`src/rtl/layer7_weight_ctrl.sv`:
```
// Layer-7 weight memory sequencer: writes one full 400-word weight image from a
// valid/ready stream, then sweeps the shared dual-port read rows on command.
module layer7_weight_ctrl #(
    parameter int WORDS_PER_ROW = 8,
    parameter int NUM_ROWS      = 50,
    parameter int READ_ROWS     = 25
) (
    input  logic        clk,
    input  logic        rst,
    input  logic        load_start,
    input  logic [15:0] wdata_in,
    input  logic        wvalid_in,
    output logic        wready_out,
    output logic        write_weight_signal,
    output logic [15:0] write_weight_data,
    output logic [15:0] write_weight_addr,
    input  logic        compute_start,
    input  logic        compute_stall,
    output logic        read_weight_signal,
    output logic [15:0] read_weight_addr1,
    output logic [15:0] read_weight_addr2,
    output logic        rd_valid,
    output logic        load_done,
    output logic        compute_done,
    output logic        weights_loaded,
    output logic        cmd_err,
    output logic        busy
);

    localparam int NUM_WORDS = WORDS_PER_ROW * NUM_ROWS;
    localparam int WCNT_W    = $clog2(NUM_WORDS);
    localparam int RCNT_W    = $clog2(READ_ROWS);
    localparam logic [WCNT_W-1:0] WCNT_LAST = WCNT_W'(NUM_WORDS - 1);
    localparam logic [RCNT_W-1:0] RCNT_LAST = RCNT_W'(READ_ROWS - 1);

    typedef enum logic [1:0] {
        IDLE  = 2'd0,
        LOAD  = 2'd1,
        READ  = 2'd2,
        DRAIN = 2'd3
    } state_e;

    state_e              state_q, state_d;
    logic [WCNT_W-1:0]   word_cnt_q, word_cnt_d;
    logic [RCNT_W-1:0]   row_cnt_q, row_cnt_d;
    logic                loaded_q, loaded_d;
    logic                load_done_q, load_done_d;
    logic                compute_done_q, compute_done_d;
    logic                cmd_err_q, cmd_err_d;
    logic                rd_valid_q, rd_valid_d;

    logic accept;
    logic issue;
    logic cmd_any;

    assign accept  = (state_q == LOAD) && wvalid_in;
    assign issue   = (state_q == READ) && !compute_stall;
    assign cmd_any = load_start || compute_start;

    // The write port is strobed in the same cycle as the accept, so these stay combinational.
    assign wready_out          = (state_q == LOAD);
    assign write_weight_signal = accept;
    assign write_weight_data   = accept ? wdata_in : 16'd0;
    assign write_weight_addr   = accept ? 16'(word_cnt_q) : 16'd0;

    // DRAIN keeps the read enable high so the last row's data is not gated off.
    assign read_weight_signal = (state_q == READ) || (state_q == DRAIN);
    assign read_weight_addr1  = read_weight_signal ? 16'(row_cnt_q) : 16'd0;
    assign read_weight_addr2  = read_weight_signal ? 16'(row_cnt_q) : 16'd0;

    assign rd_valid       = rd_valid_q;
    assign load_done      = load_done_q;
    assign compute_done   = compute_done_q;
    assign weights_loaded = loaded_q;
    assign cmd_err        = cmd_err_q;
    assign busy           = (state_q != IDLE);

    always_comb begin
        // NOTE: every variable gets a default before the case so no path can infer a latch.
        state_d        = state_q;
        word_cnt_d     = word_cnt_q;
        row_cnt_d      = row_cnt_q;
        loaded_d       = loaded_q;
        load_done_d    = 1'b0;
        compute_done_d = 1'b0;
        cmd_err_d      = 1'b0;
        rd_valid_d     = issue;

        unique case (state_q)
            IDLE: begin
                // A load command outranks a simultaneous compute command, which is dropped silently.
                if (load_start) begin
                    state_d    = LOAD;
                    word_cnt_d = '0;
                    loaded_d   = 1'b0;
                end else if (compute_start) begin
                    if (loaded_q) begin
                        state_d   = READ;
                        row_cnt_d = '0;
                    end else begin
                        cmd_err_d = 1'b1;
                    end
                end
            end
            LOAD: begin
                cmd_err_d = cmd_any;
                if (accept) begin
                    if (word_cnt_q == WCNT_LAST) begin
                        state_d     = IDLE;
                        word_cnt_d  = '0;
                        load_done_d = 1'b1;
                        loaded_d    = 1'b1;
                    end else begin
                        word_cnt_d = word_cnt_q + 1'b1;
                    end
                end
            end
            READ: begin
                cmd_err_d = cmd_any;
                if (issue) begin
                    if (row_cnt_q == RCNT_LAST) begin
                        state_d        = DRAIN;
                        compute_done_d = 1'b1;
                    end else begin
                        row_cnt_d = row_cnt_q + 1'b1;
                    end
                end
            end
            DRAIN: begin
                cmd_err_d = cmd_any;
                state_d   = IDLE;
            end
            default: state_d = IDLE;
        endcase
    end

    // NOTE: sequential state uses non-blocking assignments so all registers update together.
    always_ff @(posedge clk) begin
        if (rst) begin
            state_q        <= IDLE;
            word_cnt_q     <= '0;
            row_cnt_q      <= '0;
            loaded_q       <= 1'b0;
            load_done_q    <= 1'b0;
            compute_done_q <= 1'b0;
            cmd_err_q      <= 1'b0;
            rd_valid_q     <= 1'b0;
        end else begin
            state_q        <= state_d;
            word_cnt_q     <= word_cnt_d;
            row_cnt_q      <= row_cnt_d;
            loaded_q       <= loaded_d;
            load_done_q    <= load_done_d;
            compute_done_q <= compute_done_d;
            cmd_err_q      <= cmd_err_d;
            rd_valid_q     <= rd_valid_d;
        end
    end

endmodule

```
`config.mk`:
```
export PLATFORM = sky130hd
export DESIGN_NAME = layer7_weight_ctrl
export DESIGN_NICKNAME = d
export VERILOG_FILES = /design/src/rtl/layer7_weight_ctrl.sv
export SDC_FILE = /design/constraint.sdc
export NUM_CORES = 1
export LEC_CHECK = 0
export ABC_CLOCK_PERIOD_IN_PS = 1600
export BUFFER_PORTS_ARGS = -buffer_cell sky130_fd_sc_hd__buf_2
export CORE_MARGIN = 1
export CORE_UTILIZATION = 25
export DETAILED_ROUTE_END_ITERATION = 10
export SYNTH_ARGS = -nofsm -noshare
export SYNTH_HDL_FRONTEND = slang
export SYNTH_SLANG_ARGS = --single-unit
export TNS_END_PERCENT = 100
```
`constraint.sdc`:
```
create_clock -name clk -period 1.6 [get_ports clk]
set_input_delay 0.32 -clock clk [delete_from_list [all_inputs] [get_ports clk]]
set_output_delay 0.32 -clock clk [all_outputs]
set_load 0.1 [all_outputs]
```
Word level (Yosys, flattened, before mapping)
Cells that the tools add are included.
{"block": "word_totals", "ff_bits": 21, "input_bits": 22, "output_inout_bits": 73, "elab_cells": 77}
{"block": "op_classes", "n_addsub": 2, "eq_ne": 16, "n_mux": 31, "n_bitwise": 4, "reduce_logical": 16}
{"op": "$mux W9", "count": 4}
{"op": "$mux W5", "count": 6}
{"op": "$pmux W9 S2", "count": 1}
{"op": "$mux W16", "count": 1}
{"op": "$mux W2", "count": 7}
{"op": "$ne A2 B2 Y1 const B", "count": 6}
{"op": "$reduce_and A6 Y1", "count": 2}
{"op": "$pmux W5 S2", "count": 1}
{"op": "$add A9 B1 Y9 const B", "count": 1}
{"op": "$eq A9 B9 Y1 const B", "count": 1}
{"op": "$reduce_or A3 Y1", "count": 3}
{"op": "$mux W1", "count": 8}
{"op": "$pmux W2 S4", "count": 1}
{"op": "$ne A2 B1 Y1 const B", "count": 3}
{"op": "$ne A3 B3 Y1 const B", "count": 2}
{"op": "$reduce_bool A2 Y1", "count": 3}
{"op": "$add A5 B1 Y5 const B", "count": 1}
{"op": "$eq A5 B5 Y1 const B", "count": 1}
{"op": "$eq A2 B2 Y1 const B", "count": 2}
{"op": "$not A1 Y1", "count": 4}
{"op": "$pmux W1 S2", "count": 2}
{"op": "$reduce_and A4 Y1", "count": 1}
{"op": "$reduce_and A3 Y1", "count": 1}
{"op": "$eq A2 B1 Y1 const B", "count": 1}
{"op": "4 further kinds", "count": 6}

Logic depth before layout (Yosys ltp)
{"block": "logic_depth", "ltp_word": 4, "depth_mapped": 6, "mapped_depth_nobuf": 6}

Worst setup path after synthesis
Ideal clock, no wire load.
{"block": "synth_timing", "kind": "register to output", "from": "reg state_q[0]", "to": "out write_weight_addr[0]", "arrival_time_ns": 2.167, "t_required_ns": 1.280, "setup_slack_ns": -0.887, "stages_incl_launch_ff": 6, "cell_sequence": "dfxtp_1 buf_6 and2b_2 clkbuf_1 buf_2 and3_1"}
{"block": "synth_between", "elab_chain_cells": 3}
{"element": "start, declared", "line_no": "43", "text": "state_e state_q, state_d;"}
{"element": "start signal, assigned", "line_no": "149", "text": "state_q <= state_d;"}
{"element": "$eq A2 B1 Y1"}
{"element": "via wready_out", "line_no": "13", "text": "output logic wready_out,"}
{"element": "$logic_and A1 B1 Y1", "line_no": "56", "text": "assign accept = (state_q == LOAD) && wvalid_in;"}
{"element": "$mux W9", "line_no": "64", "text": "assign write_weight_addr = accept ? 16'(word_cnt_q) : 16'd0;"}
{"element": "end, declared", "line_no": "16", "text": "output logic [15:0] write_weight_addr,"}
The timed path passes the listed nets, and every way through them passes these cells.

Worst setup path in the final report
{"block": "layout_timing", "from": "reg state_q[1]", "to": "out write_weight_addr[2]"}
{"block": "layout_between", "elab_chain_cells": 3}
{"element": "$eq A2 B1 Y1", "line_no": "56"}
{"element": "$logic_and A1 B1 Y1", "line_no": "56"}
{"element": "$mux W9", "line_no": "64"}
No other way between the ends.

==> results.json <==
{
  "ys.flop_type": "dfxtp_1",
  "place_hpwl_mm": 2.95,
  "antenna_cells": 0,
  "synth_top_area_frac": 0.283,
  "root_buffer": "clkbuf_8",
  "synthTopCellsByArea": "dfxtp_1 (28%), buf_4 (17%), and3_1 (10%), xnor2_1 (4.7%), nor2_1 (4.3%)",
  "peakVddDrop_v": 0.000421,
  "synthCells": 187,
  "cts_sinks": 21,
  "pin_count": 95,
  "total_power_mw": 1.75,
  "yosysMostFrequentCell": "buf_4",
  "cp_data_required_time_ps": 1280,
  "worst_slack_ps": -50.1,
  "outcome": "complete, but fails checks",
  "cp_max_fo": 8,
  "antenna_found_initial": 0,
  "cts_buffers": 3,
  "violations": "negative setup slack",
  "startpoint_type": "flop",
  "synth.largest_area_cell": "dfxtp_1",
  "setup_viol": 25,
  "htreeDepth": 1,
  "ys_types": 39,
  "ctsHoldBuffers": 0,
  "dieHeight_um": 79.1,
  "drive_above_1_share": 0.508,
  "p_leak_nw": 1.10,
  "clock_latency_ps": 260,
  "synth.avg_cell_area_um2": 7.96,
  "syn-cell-area_mm2": 0.00149,
  "grt_pass1_vias": 1306,
  "grt_max_degree": 21,
  "core_area_mm2": 0.00561,
  "drv_slew": 0,
  "start_util": 0.265,
  "seq_area_frac_synth": 0.283,
  "synth_edf_count": 0,
  "async_flop_share": 0,
  "maxCapViolCount": 0,
  "via_per_inst": 4.52,
  "avgRoutedWirePerCell_um": 12.5,
  "rsz0062_at_grt": "true",
  "synth-warning-count": 0,
  "vias": 1492,
  "crit_type": "reg -> out",
  "period_minus_slack_ps": 1650,
  "first_pass_iters": 4,
  "portBuffers": 65,
  "endpoint_kind": "primary output",
  "finalNetCount": 284,
  "powerDensity_mw_per_mm2": 655,
  "ant_nets": 0,
  "placed_area_mm2": 0.00247,
  "synth.cells.most_frequent": "buf_4 (34), and3_1 (24), dfxtp_1 (21)",
  "worst_hold_path_type": "in -> reg",
  "areaGrowthSynthToFinish_pct": 79.9,
  "routabilityCongestion": 0.777,
  "synth-seq-cells": 21,
  "cts_tree": "built",
  "dpl.cell_count": 321,
  "setup_tns_ps": -878,
  "wirelength_mm": 4.13,
  "clk_path_buf_depth": 2,
  "gr-total-overflow": 0,
  "whs_ps": 339,
  "drc": 0,
  "globalRouteTotalUtil": 0.131,
  "final_area_mm2": 0.00268,
  "max_freq_mhz": 606,
  "fp-row-count": 27,
  "final_cells": 330,
  "die_area_mm2": 0.00626,
  "clock_skew_ps": 3.26,
  "crit_arrival_ps": 1330,
  "finalCritPeriodShare": 1.03,
  "cts.clk_slew.worst_paths_ps": 80,
  "die_w_um": 79.1,
  "hold_violations": 0,
  "drt-initial-drc-count": 74,
  "grt_pass1_wl_mm": 6.50
}
## final cells by class
type / instances / area, um^2
multi-input cells: 146 / 1050
clock inverters: 1 / 5.00
inverters: 7 / 26.3
well taps: 72 / 90.1
repair buffers: 80 / 1030
flip-flops and latches: 21 / 429
clock buffers: 3 / 41.3
fillers: 515 / 2930
## layer usage
layer / track usage / up-vias / share of wire / wire (um)
met5: 0 / - / 0 / 0
met4: 0.0218 / 0 / 0.0036 / 15
met3: 0.0356 / 2 / 0.057 / 234
met2: 0.234 / 53 / 0.54 / 2230
met1: 0.157 / 712 / 0.40 / 1650
li1: - / 725 / - / -
## cells by family (layout without fill, tap and decap cells)
logic type,after synthesis,count (layout),share of synthesized area
adder cells (fa/ha/maj),3,3,0.0252
AO/OA/AOI/OAI,17,17,0.0706
multiplexers,2,3,0.0219
flip-flops,21,21,0.283
AND/OR/NAND/NOR,83,86,0.320
buffers and inverters,52,91,0.230
XOR/XNOR,8,8,0.0471
other,1,29,0.00252
## through the flow
step | util | setup WS (ps)
floorplan | - | -33.8
global placement | 0.441 | -4.26
detailed placement | 0.441 | -1.65
CTS | 0.463 | -50.0
global route | 0.477 | -104
finish | 0.477 | -50.1
## placed cells by master (no fill, tap or decap), drive strengths merged
cell type / Yosys / routed
buf: 36 / 80
conb: 1 / 29
and3: 25 / 25
dfxtp: 21 / 21
nor2: 17 / 17
xnor2: 8 / 8
inv: 7 / 7
and2: 7 / 7
nand2: 6 / 6
nand3: 6 / 6
o21ai: 5 / 5
a21oi: 5 / 5
nor4: 5 / 5
and2b: 1 / 4
nor3: 4 / 4
or3: 3 / 3
ha: 3 / 3
clkbuf: 9 / 3
mux2i: 2 / 3
nand4: 2 / 2
nor3b: 2 / 2
a22oi: 2 / 2
and3b: 1 / 1
nand4b: 1 / 1
or4b: 1 / 1
o31ai: 1 / 1
a21o: 1 / 1
nor4b: 1 / 1
o21a: 1 / 1
nand2b: 1 / 1
o22ai: 1 / 1
a32o: 1 / 1
clkinv: 0 / 1
## report_power, final
part,switching [mW],internal (mW)
Clock,0.179,0.174
Sequential,0.00813,0.528
Combinational,0.647,0.216
## what timing repair did
item	in CTS	in global routing
endpoints found under the setup margin	30	35
buffers inserted	1	0
gates cloned	3	1
pin swaps	9	8
resized for setup	18	15
## flip-flops by register name, summed over array words and instances, names as in the netlist
name,cells
rd_valid,1
word_cnt_q,9
state_q,2
row_cnt_q,5
cmd_err,1
compute_done,1
weights_loaded,1
load_done,1
## worst paths after layout
| kind | from | endpoint | slack, ps | cells after the start |
|---|---|---|---|---|
| hold reg to reg | weights_loaded | weights_loaded | 510 | 2 |
| setup reg to reg | word_cnt_q[4] | state_q[0] | 50 | 4 |
| hold / removal | compute_start | cmd_err | 340 | 3 |
| setup / recovery | state_q[1] | write_weight_addr[2] | -50 | 3 |
## critical path, stage by stage (launching register included)
cell and delay [ps]:
dfxtp_4 370, and2b_4 320, and3_4 220, buf_12 170
Note: power is estimated with default switching activity, not from simulation.
